**src/rtl/ram_burst_reader.sv**
```systemverilog
`default_nettype none
// +--------------------------------------------------------------------------+
// | ram_burst_reader: burst read initiator for one banked RAM port.          |
// | Optional macro RD_STRIDE_EN adds a per-burst address stride input.       |
// | Revision: 1.0                                                            |
// +--------------------------------------------------------------------------+
module ram_burst_reader #(
  parameter int DATA_WIDTH    = 64,
  parameter int ADDRESS_WIDTH = 12,
  parameter int LEN_WIDTH     = 12,
  parameter int FIFO_DEPTH    = 4
) (
  input  logic                     clk,
  input  logic                     rst_n,
  input  logic                     start,
  input  logic [ADDRESS_WIDTH-1:0] base_addr,
  input  logic [LEN_WIDTH-1:0]     length,
`ifdef RD_STRIDE_EN
  input  logic [ADDRESS_WIDTH-1:0] stride,
`endif
  output logic                     busy,
  output logic                     done,
  output logic [ADDRESS_WIDTH-1:0] ram_address,
  output logic                     ram_wr_signal,
  input  logic [DATA_WIDTH-1:0]    ram_data_read,
  output logic [DATA_WIDTH-1:0]    out_data,
  output logic                     out_valid,
  input  logic                     out_ready,
  output logic                     out_last
);

  localparam int PW = $clog2(FIFO_DEPTH);
  localparam int CW = $clog2(FIFO_DEPTH + 1);

  typedef enum logic [1:0] {
    S_IDLE  = 2'd0,
    S_ISSUE = 2'd1,
    S_DRAIN = 2'd2,
    S_DONE  = 2'd3
  } state_t;

  state_t                  r_state;
  logic [LEN_WIDTH-1:0]    r_len;
  logic [LEN_WIDTH-1:0]    r_issue_cnt;
  logic [LEN_WIDTH-1:0]    r_beat_cnt;
  // bit0: address registered last edge, bit1: its data is on ram_data_read now
  logic [1:0]              r_pipe;

  logic [DATA_WIDTH-1:0]   r_mem [FIFO_DEPTH];
  logic [PW-1:0]           r_wr_ptr;
  logic [PW-1:0]           r_rd_ptr;
  logic [CW-1:0]           r_count;

  logic [CW-1:0]           w_inflight;
  logic [CW-1:0]           w_used;
  logic                    w_can_issue;
  logic                    w_push;
  logic                    w_pop;
  logic [ADDRESS_WIDTH-1:0] w_step;

`ifdef RD_STRIDE_EN
  logic [ADDRESS_WIDTH-1:0] r_stride;
  assign w_step = r_stride;
`else
  assign w_step = ADDRESS_WIDTH'(1);
`endif

  assign ram_wr_signal = 1'b0;

  // Pops in the current cycle deliberately earn no credit, keeping the check off the ready path.
  assign w_inflight  = CW'(r_pipe[0]) + CW'(r_pipe[1]);
  assign w_used      = r_count + w_inflight;
  assign w_can_issue = (w_used < CW'(FIFO_DEPTH));

  assign w_push    = r_pipe[1];
  assign out_valid = (r_count != '0);
  assign w_pop     = out_valid & out_ready;
  assign out_data  = out_valid ? r_mem[r_rd_ptr] : '0;
  assign out_last  = out_valid && (r_beat_cnt == r_len - LEN_WIDTH'(1));

  always_ff @(posedge clk) begin
    if (!rst_n) begin
      r_state     <= S_IDLE;
      busy        <= 1'b0;
      done        <= 1'b0;
      ram_address <= '0;
      r_len       <= '0;
      r_issue_cnt <= '0;
      r_beat_cnt  <= '0;
      r_pipe      <= 2'b00;
`ifdef RD_STRIDE_EN
      r_stride    <= '0;
`endif
    end else begin
      r_pipe <= {r_pipe[0], 1'b0};
      done   <= 1'b0;
      if (w_pop) begin
        r_beat_cnt <= r_beat_cnt + LEN_WIDTH'(1);
      end
      case (r_state)
        S_IDLE: begin
          if (start) begin
            busy       <= 1'b1;
            r_beat_cnt <= '0;
            if (length == '0) begin
              done    <= 1'b1;
              r_state <= S_DONE;
            end else begin
              r_len       <= length;
              ram_address <= base_addr;
              r_issue_cnt <= LEN_WIDTH'(1);
              r_pipe[0]   <= 1'b1;
`ifdef RD_STRIDE_EN
              r_stride    <= stride;
`endif
              r_state     <= (length == LEN_WIDTH'(1)) ? S_DRAIN : S_ISSUE;
            end
          end
        end
        S_ISSUE: begin
          if (w_can_issue) begin
            ram_address <= ram_address + w_step;
            r_issue_cnt <= r_issue_cnt + LEN_WIDTH'(1);
            r_pipe[0]   <= 1'b1;
            if (r_issue_cnt + LEN_WIDTH'(1) == r_len) begin
              r_state <= S_DRAIN;
            end
          end
        end
        S_DRAIN: begin
          if (w_pop && out_last) begin
            done    <= 1'b1;
            r_state <= S_DONE;
          end
        end
        S_DONE: begin
          busy    <= 1'b0;
          r_state <= S_IDLE;
        end
        default: r_state <= S_IDLE;
      endcase
    end
  end

  // Storage carries no reset; occupancy is governed by the pointers and count.
  always_ff @(posedge clk) begin
    if (w_push) begin
      r_mem[r_wr_ptr] <= ram_data_read;
    end
  end

  always_ff @(posedge clk) begin
    if (!rst_n) begin
      r_wr_ptr <= '0;
      r_rd_ptr <= '0;
      r_count  <= '0;
    end else begin
      if (w_push) begin
        r_wr_ptr <= r_wr_ptr + PW'(1);
      end
      if (w_pop) begin
        r_rd_ptr <= r_rd_ptr + PW'(1);
      end
      case ({w_push, w_pop})
        2'b10:   r_count <= r_count + CW'(1);
        2'b01:   r_count <= r_count - CW'(1);
        default: r_count <= r_count;
      endcase
    end
  end

endmodule
`default_nettype wire

```
**config.mk**
```make
export PLATFORM = sky130hd
export DESIGN_NAME = ram_burst_reader
export DESIGN_NICKNAME = d
export VERILOG_FILES = /design/src/rtl/ram_burst_reader.sv
export SDC_FILE = /design/constraint.sdc
export NUM_CORES = 1
export LEC_CHECK = 0
export CORE_ASPECT_RATIO = 1.75
export CORE_MARGIN = 10
export CORE_UTILIZATION = 45
export CTS_CLUSTER_DIAMETER = 50
export CTS_CLUSTER_SIZE = 20
export DETAILED_ROUTE_END_ITERATION = 10
export GPL_ROUTABILITY_DRIVEN = 0
export GPL_TIMING_DRIVEN = 0
export PLACE_DENSITY = 0.67
export SYNTH_ARGS = -nofsm -noshare
export SYNTH_HDL_FRONTEND = slang
export SYNTH_SLANG_ARGS = --single-unit
```
**constraint.sdc**
```tcl
create_clock -name clk -period 4 [get_ports clk]
set_input_delay 0.8 -clock clk [delete_from_list [all_inputs] [get_ports clk]]
set_output_delay 0.8 -clock clk [all_outputs]
set_load 0.1 [all_outputs]
```
# Word level (Yosys, flattened, before mapping)
# Memories as Yosys holds them, arrays and structs flattened. A register that Yosys moved wholly into a read port is not among the register bits.
# Cells that the tools add are included.
# word_totals
ff_bits,61
latch_bits,0
ramBits,256
mem_bits_ro,0
output_inout_bits,81
wordCells,84
mem_count,1
# memory_table
name,words,word_bits,rd,rd_ports_with_merged_regs,wr,line_no,source
r_mem,4,64,1,1,1,49,logic [DATA_WIDTH-1:0] r_mem [FIFO_DEPTH];
# op_classes
addsub,10
mul,0
n_div,0
order_cmp,1
eq_ne,13
shift,0
n_mux,34
bitwise,2
n_reduce_logical,12
# ops
operator,n
two-way mux 12 bit,9
two-way mux 64 bit,1
case mux 12 bit (2 select lines),2
adder 12 x 1 -> 12 bit (second input constant),3
== test 12 bit,2
two-way mux 2 bit,8
== test 12 x 1 -> 1 bit (second input constant),1
zero test 12 bit,1
subtractor 12 x 1 -> 12 bit (second input constant),1
inequality test 2 bit (second input constant),5
two-way mux 1 bit,9
case mux 2 bit (4 select lines),1
AND reduction 4 bit,2
== test 2 bit (second input constant),3
case mux 1 bit (2 select lines),3
case mux 3 bit (2 select lines),1
nonzero test 2 bit,3
adder 2 x 1 -> 2 bit (second input constant),2
== test 2 x 1 -> 1 bit (second input constant),2
adder 3 x 1 -> 3 bit (second input constant),1
adder 3 x 2 -> 3 bit,1
less-than comparator 3 bit (second input constant),1
AND reduction 3 bit,1
nonzero test 3 bit,1
other kinds (7),8

# Longest topological paths before layout
# logic_depth
ltp_word,6
ltp_mapped,10

# Least setup slack after synthesis
# No wires, ideal clock.
# synth_path
kind,register -> output
from,register r_len[0]
to,output out_last
t_arrival_ns,2.672
required_ns,3.200
setup_slack_ns,0.528
stages_incl_launch_ff,9
n_path_buf,1
cell_sequence,dfxtp_1 -> clkbuf_1 -> inv_1 -> ha_1 -> or4b_4 -> o21ai_1 -> o311ai_1 -> a2111oi_4 -> and3_1
# synth_via
elab_chain_len,3
# synth_rtl
element,line_no,source
from (decl),43,logic [LEN_WIDTH-1:0] r_len;
from (signal assigned),109,r_len <= length;
subtractor 12 x 1 -> 12 bit,79,assign out_last = out_valid && (r_beat_cnt == r_len - LEN_WIDTH'(1));
== test 12 bit,79,
logical AND 1 bit,79,
to (decl),29,output logic out_last
# No other way between the ends.

# Worst setup path after layout
# layout_path
from,register r_count[2]
to,output out_data[2]
# layout_via
elab_chain_len,2
# layout_rtl
element,line_no,source
from (decl),52,logic [CW-1:0] r_count;
from (signal assigned),165,2'b10: r_count <= r_count + CW'(1);
from (signal assigned),166,2'b01: r_count <= r_count - CW'(1);
from (signal assigned),167,default: r_count <= r_count;
nonzero test 3 bit,76,assign out_valid = (r_count != '0);
two-way mux 64 bit,78,assign out_data = out_valid ? r_mem[r_rd_ptr] : '0;
to (decl),26,"output logic [DATA_WIDTH-1:0] out_data,"
# No other way between the ends.

==> impl_results.md <==
* Status: finished, final reports clean
* Via count at 8080
* Worst-path cell chain: or3_1, clkbuf_1, and2_1, clkdlybuf4s50_1
* Pwr Total at 11.35 mW
* Final nets at 1197
* Die height at 248.7 microns
* # setup viols final at 0
* Worst min-delay path class: flip-flop to flip-flop
* Critical path startpoint category: flip-flop
* Initial DRT Pass Iterations at 4
* Worst Skew at 11.61 ps
* Gr ovfl total at 0
* Primary FF master, synth: edfxtp_1
* Dpl ws at -328.5 ps
* Die area at 37470 sq um
* Ys async rst share at 0%
* Final core utilization at between 50% and 60%
* GRT Total Usage at 16.08%
* Iter 0 DRT Violations at 299
* Final hold vios at 0
* Dpl cell area at between 15000 and 20000 sq um
* Layout cells sized above 1 at 16.98%
* Pins Over Slew Limit at 0
* DP HPWL at 21340 microns
* Highest metal used: met5
* Sequential share of the synthesized area at 66.55%
* H-tree levels at 1
* M1 WL at 11740 microns
* Post-route minimum period at 3833 ps
* Initial antenna violation count at 2
* Final WL at ~31000 microns
* CP Capture Type: output pin
* Initial Util at between 40% and 50%
* Cells after synthesis at 893
* Diodes inserted at 0
* FMAX at 260.9 MHz
* Worst-path fanout max at 10
* Clk slew on worst S/H paths at 80 ps
* Top cell type's share of synthesized area at between 50% and 60%
* CP max stage cell: clkdlybuf4s50_1
* Worst setup path class: flip-flop to output pin
* Routed length per instance at 20.76 microns
* CTS Buf Count at 23
* Hold Slack at 478.3 ps
* Net Count, Synth at 1000
* Req. time, crit path at roughly 3200 ps
* Final setup margin at 166.9 ps
* Via density per instance at ~5.4
* Largest net degree at the start of global routing at 53
* Synthesis-stage register bit count at 319
* Maxcap violations at 0
* Clock Latency Late Sink at 520 ps
* # IOs at about 170
* Area leader, netlist: edfxtp_1
* Final non-filler cell area at 16580 sq um
* Drt drc at 0
* Peak VDD IR at about 500 uV
* Ys Warns at 0
* # clock sinks at 319
* Synthesized area at 13450 sq um
* RSZ-0062 raised after global routing: false
* Core area at 29390 sq um
* Wire length on met3 at 1565 microns
* TritonCTS clock tree: yes
* Register-to-register setup slack at 980 ps
* Final period utilization at 95.83%
* Port buffer count at 170
* Top post-synthesis cells by area: edfxtp_1, mux4_2, dfxtp_1, and2_1, nor2_1
* Post-synth EDFFs at approximately 260
* Syn Area/Cell at 15.06 sq um
* ANT nets after route at 0
* Pleak at 5.377 nW
* Slew at the pin closest to its max-slew limit at 1044 ps
* Worst stage delay on the critical path at ~1200 ps
* Vias in the first global route at around 8600
* Distinct cells, synth at 62
* Relative slew slack at between 30% and 40%
* Area Growth Syn to Fin at 23.30%
* Power Density at 684.7 nW/um^2
* Clk root buf: clkbuf_16
* Crit path DAT at 3030 ps
* CTS Buffer Depth at 3
* First-pass GRT wire length at 47510 microns
* DR WL met2 at 16840 microns
* Die W at 150.7 microns
* # rows at 83
[where the power goes]
part | switching, mW | internal [mW]
combinational | 3.69 | 1.40
clock | 1.14 | 1.14
sequential | 0.175 | 3.81
[final cells by class]
class | instances | area, sq um
Fill cell | 2398 | 12810
Sequential cell | 319 | 8950
Multi-Input combinational cell | 498 | 4215
Timing Repair Buffer | 174 | 1893
Clock buffer | 24 | 579.3
Tap cell | 382 | 478.0
Buffer | 49 | 245.2
Clock inverter | 12 | 123.9
Inverter | 25 | 93.84
[registers in the layout (all words and copies together) (netlist names), named ones only]
register,count
r_wr_ptr,2
r_pipe,2
ram_address,12
r_len,12
r_count,3
done,1
r_mem,256
r_rd_ptr,2
r_beat_cnt,12
r_state,2
busy,1
r_issue_cnt,12
[worst max-delay path, delay by kind of cell, from the launching register on]
kind / cells / cell delay (ps)
and+or+nand+nor: 2 / 470
DFF: 1 / 430
buffers and inverters: 2 / 1600
[placed cells by master (no fill, tap or decap), drive strengths merged, types with 3 or more instances in the layout]
cell type / count
o21ai: 28
ha: 14
nand3: 17
xor2: 27
and2: 74
or3: 3
clkdlybuf4s15: 66
and3: 4
clkbuf: 60
dfxtp: 63
xnor2: 21
o2111ai: 3
nor4: 5
a211oi: 4
nor2b: 3
clkinv: 4
clkdlybuf4s50: 107
nor2: 70
o22ai: 5
clkinvlp: 4
edfxtp: 256
nand4: 15
inv: 28
buf: 12
mux2i: 18
mux4: 64
nor3b: 6
nand2: 33
nor3: 16
a21oi: 32
a2111oi: 3
[what timing repair did]
action / CTS / global route
hold endpoints to repair: 0 / 0
setup buffers: 0 / 0
resized for setup: 200 / 4
hold buffers: 0 / 0
endpoints found under the setup margin: 63 / 10
[path summary, 6_finish.rpt]
check        startpoint           to  cells past startpoint
min reg2reg   r_pipe[0]    r_pipe[1]                      1
max reg2reg    r_len[0]   r_state[0]                      9
max          r_count[2]  out_data[2]                      4
min           r_pipe[0]    r_pipe[1]                      1
[cells by family after synthesis]
logic type                 synth area share, %
AOI/OAI and AO/OA                        4.635
adders and majority gates                1.452
buffers and inverters                    2.243
and+or+nand+nor                          9.901
xor gates and xnor gates                 3.127
muxes                                    12.06
other                                  0.02789
DFF                                      66.55
[synthesized netlist by cell type (5+ instances only)]
cell type and instances:
nor2_1 70, inv_1 23, o22ai_1 5, mux2i_1 18, nor3_1 16, a21oi_1 32, edfxtp_1 256, ha_1 14
nand3_1 17, clkbuf_1 38, buf_1 7, nor3b_1 6, o21ai_0 27, dfxtp_1 63, xnor2_1 21, nand4_1 15
and2_1 74, nand2_1 33, nor4_1 5, xor2_1 27, mux4_2 64
[metrics by stage]
stage | TNS, ps | instances
after floorplan | 0 | 893
after global placement | -11600 | 1445
after detailed placement | -13030 | 1449
after CTS | 0 | 1484
after global routing | 0 | 1483
final | 0 | 1483
[metal layers]
| metal | up-vias | GRT usage (%) |
|---|---|---|
| met5 | - | 0 |
| met4 | 4 | 4.432 |
| met3 | 43 | 2.725 |
| met2 | 191 | 30.26 |
| met1 | 4086 | 17.86 |
| li1 | 3756 | - |
No activity file was read; power rests on OpenSTA's default activity.
